--- config.mk ---
export PLATFORM = sky130hd
export DESIGN_NAME = pps_gen
export DESIGN_NICKNAME = d
export VERILOG_FILES = /design/src/rtl/pps_gen.sv
export SDC_FILE = /design/constraint.sdc
export NUM_CORES = 1
export LEC_CHECK = 0
export CORE_MARGIN = 10
export CORE_UTILIZATION = 60
export CTS_CLUSTER_DIAMETER = 200
export CTS_CLUSTER_SIZE = 14
export DETAILED_ROUTE_END_ITERATION = 12
export GPL_TIMING_DRIVEN = 0
export PLACE_DENSITY = 0.77
export SLEW_MARGIN = 20
export SYNTH_ARGS = -nofsm -noshare
export SYNTH_HDL_FRONTEND = slang
export SYNTH_SLANG_ARGS = --single-unit
--- constraint.sdc ---
create_clock -name clk -period 9.4 [get_ports clk]
set_input_delay 2.82 -clock clk [delete_from_list [all_inputs] [get_ports clk]]
set_output_delay 2.82 -clock clk [all_outputs]
set_load 0.02 [all_outputs]
--- src/rtl/pps_gen.sv ---
// -----------------------------------------------------------------------------
// pps_gen -- programmable pulse-per-second generator with host registers.
//
// A free-running cycle counter (COUNT) runs from 0 up to a terminal value and
// then wraps. Each wrap starts a new second: SECOND increments, a one-cycle
// pps_latch strobe fires and a WIDTH-cycle active pulse begins. The terminal
// is normally the shadowed PERIOD, optionally offset once by a signed ADJUST.
//
// Ports
//   clk        system clock, all state on rising edge
//   rst        synchronous active-high reset
//   pps_cs     register chip select
//   pps_wr     host write strobe (qualified by pps_cs)
//   pps_rd     host read strobe (qualified by pps_cs)
//   pps_addr   DWORD register address
//   pps_d4wt   host write data
//   pps_d4rd   host read data, combinational, 0 unless pps_cs & pps_rd
//   pps_pulse  registered PPS output, polarity from CTRL[1]
//   pps_latch  registered one-cycle strobe on each wrap
//
// Register map (DWORD addresses)
//   0x00 CTRL   [0] enable, [1] invert, [16] adjust_pending (RO)
//   0x01 PERIOD clocks per second minus 1
//   0x02 WIDTH  pulse width in clocks (24 bits)
//   0x03 ADJUST signed 16-bit one-shot correction (WO, reads 0)
//   0x04 COUNT  current cycle counter (RO)
//   0x05 SECOND seconds counter
// -----------------------------------------------------------------------------
module pps_gen (
    input  logic        clk,
    input  logic        rst,
    input  logic        pps_cs,
    input  logic        pps_wr,
    input  logic        pps_rd,
    input  logic [4:0]  pps_addr,
    input  logic [31:0] pps_d4wt,
    output logic [31:0] pps_d4rd,
    output logic        pps_pulse,
    output logic        pps_latch
);

    localparam logic [4:0] A_CTRL   = 5'd0;
    localparam logic [4:0] A_PERIOD = 5'd1;
    localparam logic [4:0] A_WIDTH  = 5'd2;
    localparam logic [4:0] A_ADJUST = 5'd3;
    localparam logic [4:0] A_COUNT  = 5'd4;
    localparam logic [4:0] A_SECOND = 5'd5;

    typedef enum logic {IDLE = 1'b0, RUN = 1'b1} state_t;

    state_t             state_q,      state_d;
    logic               invert_q,     invert_d;
    logic [31:0]        period_q,     period_d;
    logic [31:0]        act_period_q, act_period_d;
    logic [23:0]        width_q,      width_d;
    logic [23:0]        width_cnt_q,  width_cnt_d;
    logic signed [15:0] adjust_q,     adjust_d;
    logic               adj_pend_q,   adj_pend_d;
    logic [31:0]        cnt_q,        cnt_d;
    logic [31:0]        second_q,     second_d;
    logic               pulse_q,      pulse_d;
    logic               latch_q,      latch_d;

    logic               host_wr;
    logic               en_next;
    logic [33:0]        adj_sum;
    logic [33:0]        terminal;
    logic               wrap;

    // Terminal count: the adjusted sum is kept two bits wider than the period
    // so that its sign bit is never confused with a large positive period.
    // A negative or too-short adjusted second is clamped to WIDTH.
    always_comb begin
        adj_sum  = {2'b00, act_period_q} + {{18{adjust_q[15]}}, adjust_q};
        terminal = {2'b00, act_period_q};
        if (adj_pend_q) begin
            if (adj_sum[33] || (adj_sum[32:0] < {9'd0, width_q})) begin
                terminal = {10'd0, width_q};
            end else begin
                terminal = adj_sum;
            end
        end
    end

    always_comb begin
        host_wr = pps_cs & pps_wr;
        en_next = (host_wr && pps_addr == A_CTRL) ? pps_d4wt[0] : (state_q == RUN);
        // A disabling write suppresses the wrap that would otherwise coincide.
        wrap    = (state_q == RUN) && en_next && ({2'b00, cnt_q} == terminal);

        state_d      = en_next ? RUN : IDLE;
        invert_d     = invert_q;
        period_d     = period_q;
        act_period_d = act_period_q;
        width_d      = width_q;
        width_cnt_d  = width_cnt_q;
        adjust_d     = adjust_q;
        adj_pend_d   = adj_pend_q;
        cnt_d        = cnt_q;
        second_d     = second_q;
        latch_d      = 1'b0;

        if (!en_next) begin
            cnt_d       = '0;
            width_cnt_d = '0;
        end else if (state_q == IDLE) begin
            cnt_d        = '0;
            act_period_d = period_q;
        end else if (wrap) begin
            cnt_d        = '0;
            width_cnt_d  = width_q;
            latch_d      = 1'b1;
            act_period_d = period_q;
            adj_pend_d   = 1'b0;
            second_d     = second_q + 32'd1;
        end else begin
            cnt_d = cnt_q + 32'd1;
            if (width_cnt_q != '0) begin
                width_cnt_d = width_cnt_q - 24'd1;
            end
        end

        // Host writes come last so they win over wrap-time updates
        // (SECOND load beats increment, new ADJUST survives the wrap).
        if (host_wr) begin
            case (pps_addr)
                A_CTRL:   invert_d = pps_d4wt[1];
                A_PERIOD: period_d = pps_d4wt;
                A_WIDTH:  width_d  = pps_d4wt[23:0];
                A_ADJUST: begin
                    adjust_d   = $signed(pps_d4wt[15:0]);
                    adj_pend_d = 1'b1;
                end
                A_SECOND: second_d = pps_d4wt;
                default:  ;
            endcase
        end

        pulse_d = (width_cnt_d != '0) ^ invert_d;
    end

    // State register boundary
    always_ff @(posedge clk) begin
        if (rst) begin
            state_q      <= IDLE;
            invert_q     <= 1'b0;
            period_q     <= '0;
            act_period_q <= '0;
            width_q      <= '0;
            width_cnt_q  <= '0;
            adjust_q     <= '0;
            adj_pend_q   <= 1'b0;
            cnt_q        <= '0;
            second_q     <= '0;
            pulse_q      <= 1'b0;
            latch_q      <= 1'b0;
        end else begin
            state_q      <= state_d;
            invert_q     <= invert_d;
            period_q     <= period_d;
            act_period_q <= act_period_d;
            width_q      <= width_d;
            width_cnt_q  <= width_cnt_d;
            adjust_q     <= adjust_d;
            adj_pend_q   <= adj_pend_d;
            cnt_q        <= cnt_d;
            second_q     <= second_d;
            pulse_q      <= pulse_d;
            latch_q      <= latch_d;
        end
    end

    assign pps_pulse = pulse_q;
    assign pps_latch = latch_q;

    always_comb begin
        pps_d4rd = '0;
        if (pps_cs && pps_rd) begin
            case (pps_addr)
                A_CTRL:   pps_d4rd = {15'd0, adj_pend_q, 14'd0, invert_q, state_q == RUN};
                A_PERIOD: pps_d4rd = period_q;
                A_WIDTH:  pps_d4rd = {8'd0, width_q};
                A_COUNT:  pps_d4rd = cnt_q;
                A_SECOND: pps_d4rd = second_q;
                default:  pps_d4rd = '0;
            endcase
        end
    end

endmodule

==> impl_metrics.toml <==
[status]
run_status = "complete, no violations"

[placement]
gp_congestion = 1.077
port_buffers = 72
placed_cell_area_um2 = 14950
dp.cells = 2255
dp_hpwl_um = 43960

[critical_path]
r2r.worst_path.cells = 27
cp_max_fo = 10
critical_path.startpoint = "act_period_q[0]$_SDFFE_PP0P_"
worst_reg2reg_path_endpoint = "pps_pulse$_SDFF_PP0_"
worst_setup_path_end_kind = "flip-flop"
timing.rr.start = "act_period_q[0]$_SDFFE_PP0P_"
ff2ff_setup_slack_ps = 170
data_required_time_at_the_worst_endpoint_ps = 9730
path_class = "flip-flop to flip-flop"
worst_setup_path_start_kind = "flip-flop"
timing.critical_path.arrival_ps = 9560
worst_setup_path_endpoint = "pps_pulse$_SDFF_PP0_"

[clock_network]
cts_inserted_buffers = 17
clk_pin_slew_ps = 70
postCtsHoldBufs = 0
cts_tree = "built"
cts.htree.levels = 4
number_of_buffers_on_the_longest_clock_path = 2
clockRootBuffer = "clkbuf_16"
cts_sinks = 197
cts_post_setup_buffers_inserted = 0
clk_latency_ps = 450

[final_layout]
drive_gt1_share_pct = 4.595
num_antenna_cells = 0
area_growth_syn_to_layout_pct = 12.31
stdcell_count = 2287
final_design_area_no_fill_um2 = 15560
final_nets = 2092

[timing]
timing.max_slew.rel_slack_pct = 34.64
fmax_ghz = 0.1084
rsz0062_at_grt = "no"
timing_worst_slew_pin_value_ps = 977.9
final-hold-violation-count = 0
setup_total_negative_slack_ps = 0
setup-violations-final = 0
period_needed_ps = 9228
final_max_slew_viol_count = 0
fin_crit_sh_pct = 98.17
finClkSkew_ps = 12.86

[power_and_ir_drop]
p_per_area_nw_per_um2 = 110.2
design_power_total_mw = 1.714
static-leakage-power_nw = 5.348
vdd_drop_max_mv = 0.1086

[synthesis]
synth.area.top_cells = "dfxtp_1 (28%), nand2_1 (8.5%), a21oi_1 (6.5%)"
synth-async-reset-ratio_pct = 0
synthTopCellsByCount = "nand2_1 (314), dfxtp_1 (197), nor2_1 (186)"
ys_seq_elements = 197
seq_area_frac_synth_pct = 28.47
synthesis.instances = 1896
synth.most_common_cell = "nand2_1"
synth.yosys.warnings = 0
avgSynthCellArea_um2 = 7.305
number_of_enable_type_register_cells_in_the_synthesized_netlist = 0
synth_nets = 1999
synth_top_cell_area_share_pct = 28.47
synth.distinct_cells = 90
ys.flop_type = "dfxtp_1"
syn-cell-area_um2 = 13850
netlist.top_cell.by_area = "dfxtp_1"

[flow_run]
maxCapViolCount = 0

[grt]
largest_net_degree_at_the_start_of_global_routing = 23
first_global_vias = 14310
aggregate_global_routing_overflow = 0
number_of_antenna_violations_at_the_first_check_in_global_routing = 0
grt_pass1_wl_um = 82630
global_route.usage.total_pct = 36.68

[routing]
firstDrtPassIters = 7
drtIter0Drc = 2650
detail_route.drc_violations = 0
antenna_left = 0
viasPerCell = 6.788
wl_um = 55450
num_vias = 15530
routed_wire_length_per_instance_um = 24.24

[floorplan]
fp.dieArea_um2 = 29560
effective_utilization_at_floorplan_pct = 60.99
die_height_um = 171.9
io_pins = 76
placementRows = 55
coreArea_um2 = 22710
die_w_um = 171.9

[hold_path]
worstHoldPathType = "flip-flop to flip-flop"
metrics by stage:
step	hold slack [ps]	utilization [%]	setup slack, ps
after floorplan	440.0	-	1879
after global placement	452.4	65.74	-288.4
after CTS	473.3	68.50	519.9
final	475.1	68.50	172.2
after detailed placement	455.9	65.84	533.1
after global routing	492.1	68.50	62.85
critical path: stages, from the launching register on:
cell and delay, ps:
dfxtp_1 390, ha_1 310, fa_1 440, a211oi_1 370, o211ai_2 240, a21oi_4 240, o21bai_1 150, a21oi_1 270
xnor2_1 200, ha_1 350, nand4_1 190, nor4_1 400, o41ai_1 160, a41oi_1 590, a2111oi_4 90, nor4b_4 210
buf_6 210, a211oi_1 340, o32ai_1 150, a2111oi_1 910, nor4b_2 680, nand3_1 370, clkbuf_1 450, o21ai_0 340
nor3_1 120, nor4_1 400, nand4_1 180, mux2_1 350
registers in the layout, indices dropped and copies added (netlist names), 16 cells and up:
register	count
width_cnt_q	24
act_period_q	32
adjust_q	16
width_q	24
second_q	32
cnt_q	32
period_q	32
power breakdown:
group	leakage [nW]	switching, mW	internal (mW)
clock	0.293	0.352	0.409
combinational	3.47	0.0742	0.0391
sequential	1.59	0.00363	0.836
worst min-delay path by stage:
stage | start | end | slack (ps) | cells past startpoint
after CTS | adjust_q[13]$_SDFFE_PP0P_ | adjust_q[13]$_SDFFE_PP0P_ | 470 | 2
after global routing | period_q[1]$_SDFFE_PP0P_ | act_period_q[1]$_SDFFE_PP0P_ | 490 | 2
after global placement | adjust_q[11]$_SDFFE_PP0P_ | adjust_q[11]$_SDFFE_PP0P_ | 450 | 2
final | adjust_q[13]$_SDFFE_PP0P_ | adjust_q[13]$_SDFFE_PP0P_ | 480 | 2
after detailed placement | adjust_q[13]$_SDFFE_PP0P_ | adjust_q[13]$_SDFFE_PP0P_ | 460 | 2
after floorplan | adjust_q[0]$_SDFFE_PP0P_ | adjust_q[0]$_SDFFE_PP0P_ | 440 | 2
cells by family (layout without fill, tap and decap cells):
kind of cell / count (synthesis) / count (layout) / synth area share, %
and+or+nand+nor: 792 / 792 / 26.78
AOI/OAI and AO/OA: 522 / 522 / 25.24
buffers and inverters: 200 / 306 / 5.700
DFF: 197 / 197 / 28.47
xor gates and xnor gates: 115 / 115 / 7.570
adders and majority gates: 61 / 61 / 5.565
muxes: 9 / 9 / 0.6775
layout by cell type (no fill, tap or decap), types with 55 or more instances in the layout:
cell             Yosys  final
ha_1                60     60
xnor2_1             58     58
a21oi_1            180    180
nor2_1             186    186
inv_1               71     71
nand2_1            314    314
dfxtp_1            197    196
nand3_1             55     55
clkdlybuf4s50_1      0     72
o21ai_0             70     70
clkbuf_1           107    108
per-layer routing:
metal,GRT usage (%),wire [um]
met2,55.05,23240
met1,46.87,21030
met5,0,0
met3,9.348,7534
met4,20.91,3645
final cells by class:
type	count	area, um^2
clock inverters	13	160.2
fillers	1958	7153
multi-input cells	1499	9131
inverters	72	270.3
plain buffers	128	519.2
clock buffers	19	442.9
well taps	285	356.6
flip-flops and latches	197	3945
repair buffers	74	730.7
timing repair:
action / in CTS / in global routing
gates resized for setup: 0 / 1
hold endpoints to repair: 0 / 0
endpoints found under the setup margin: 0 / 1
Power figures use the tool's default switching activity.
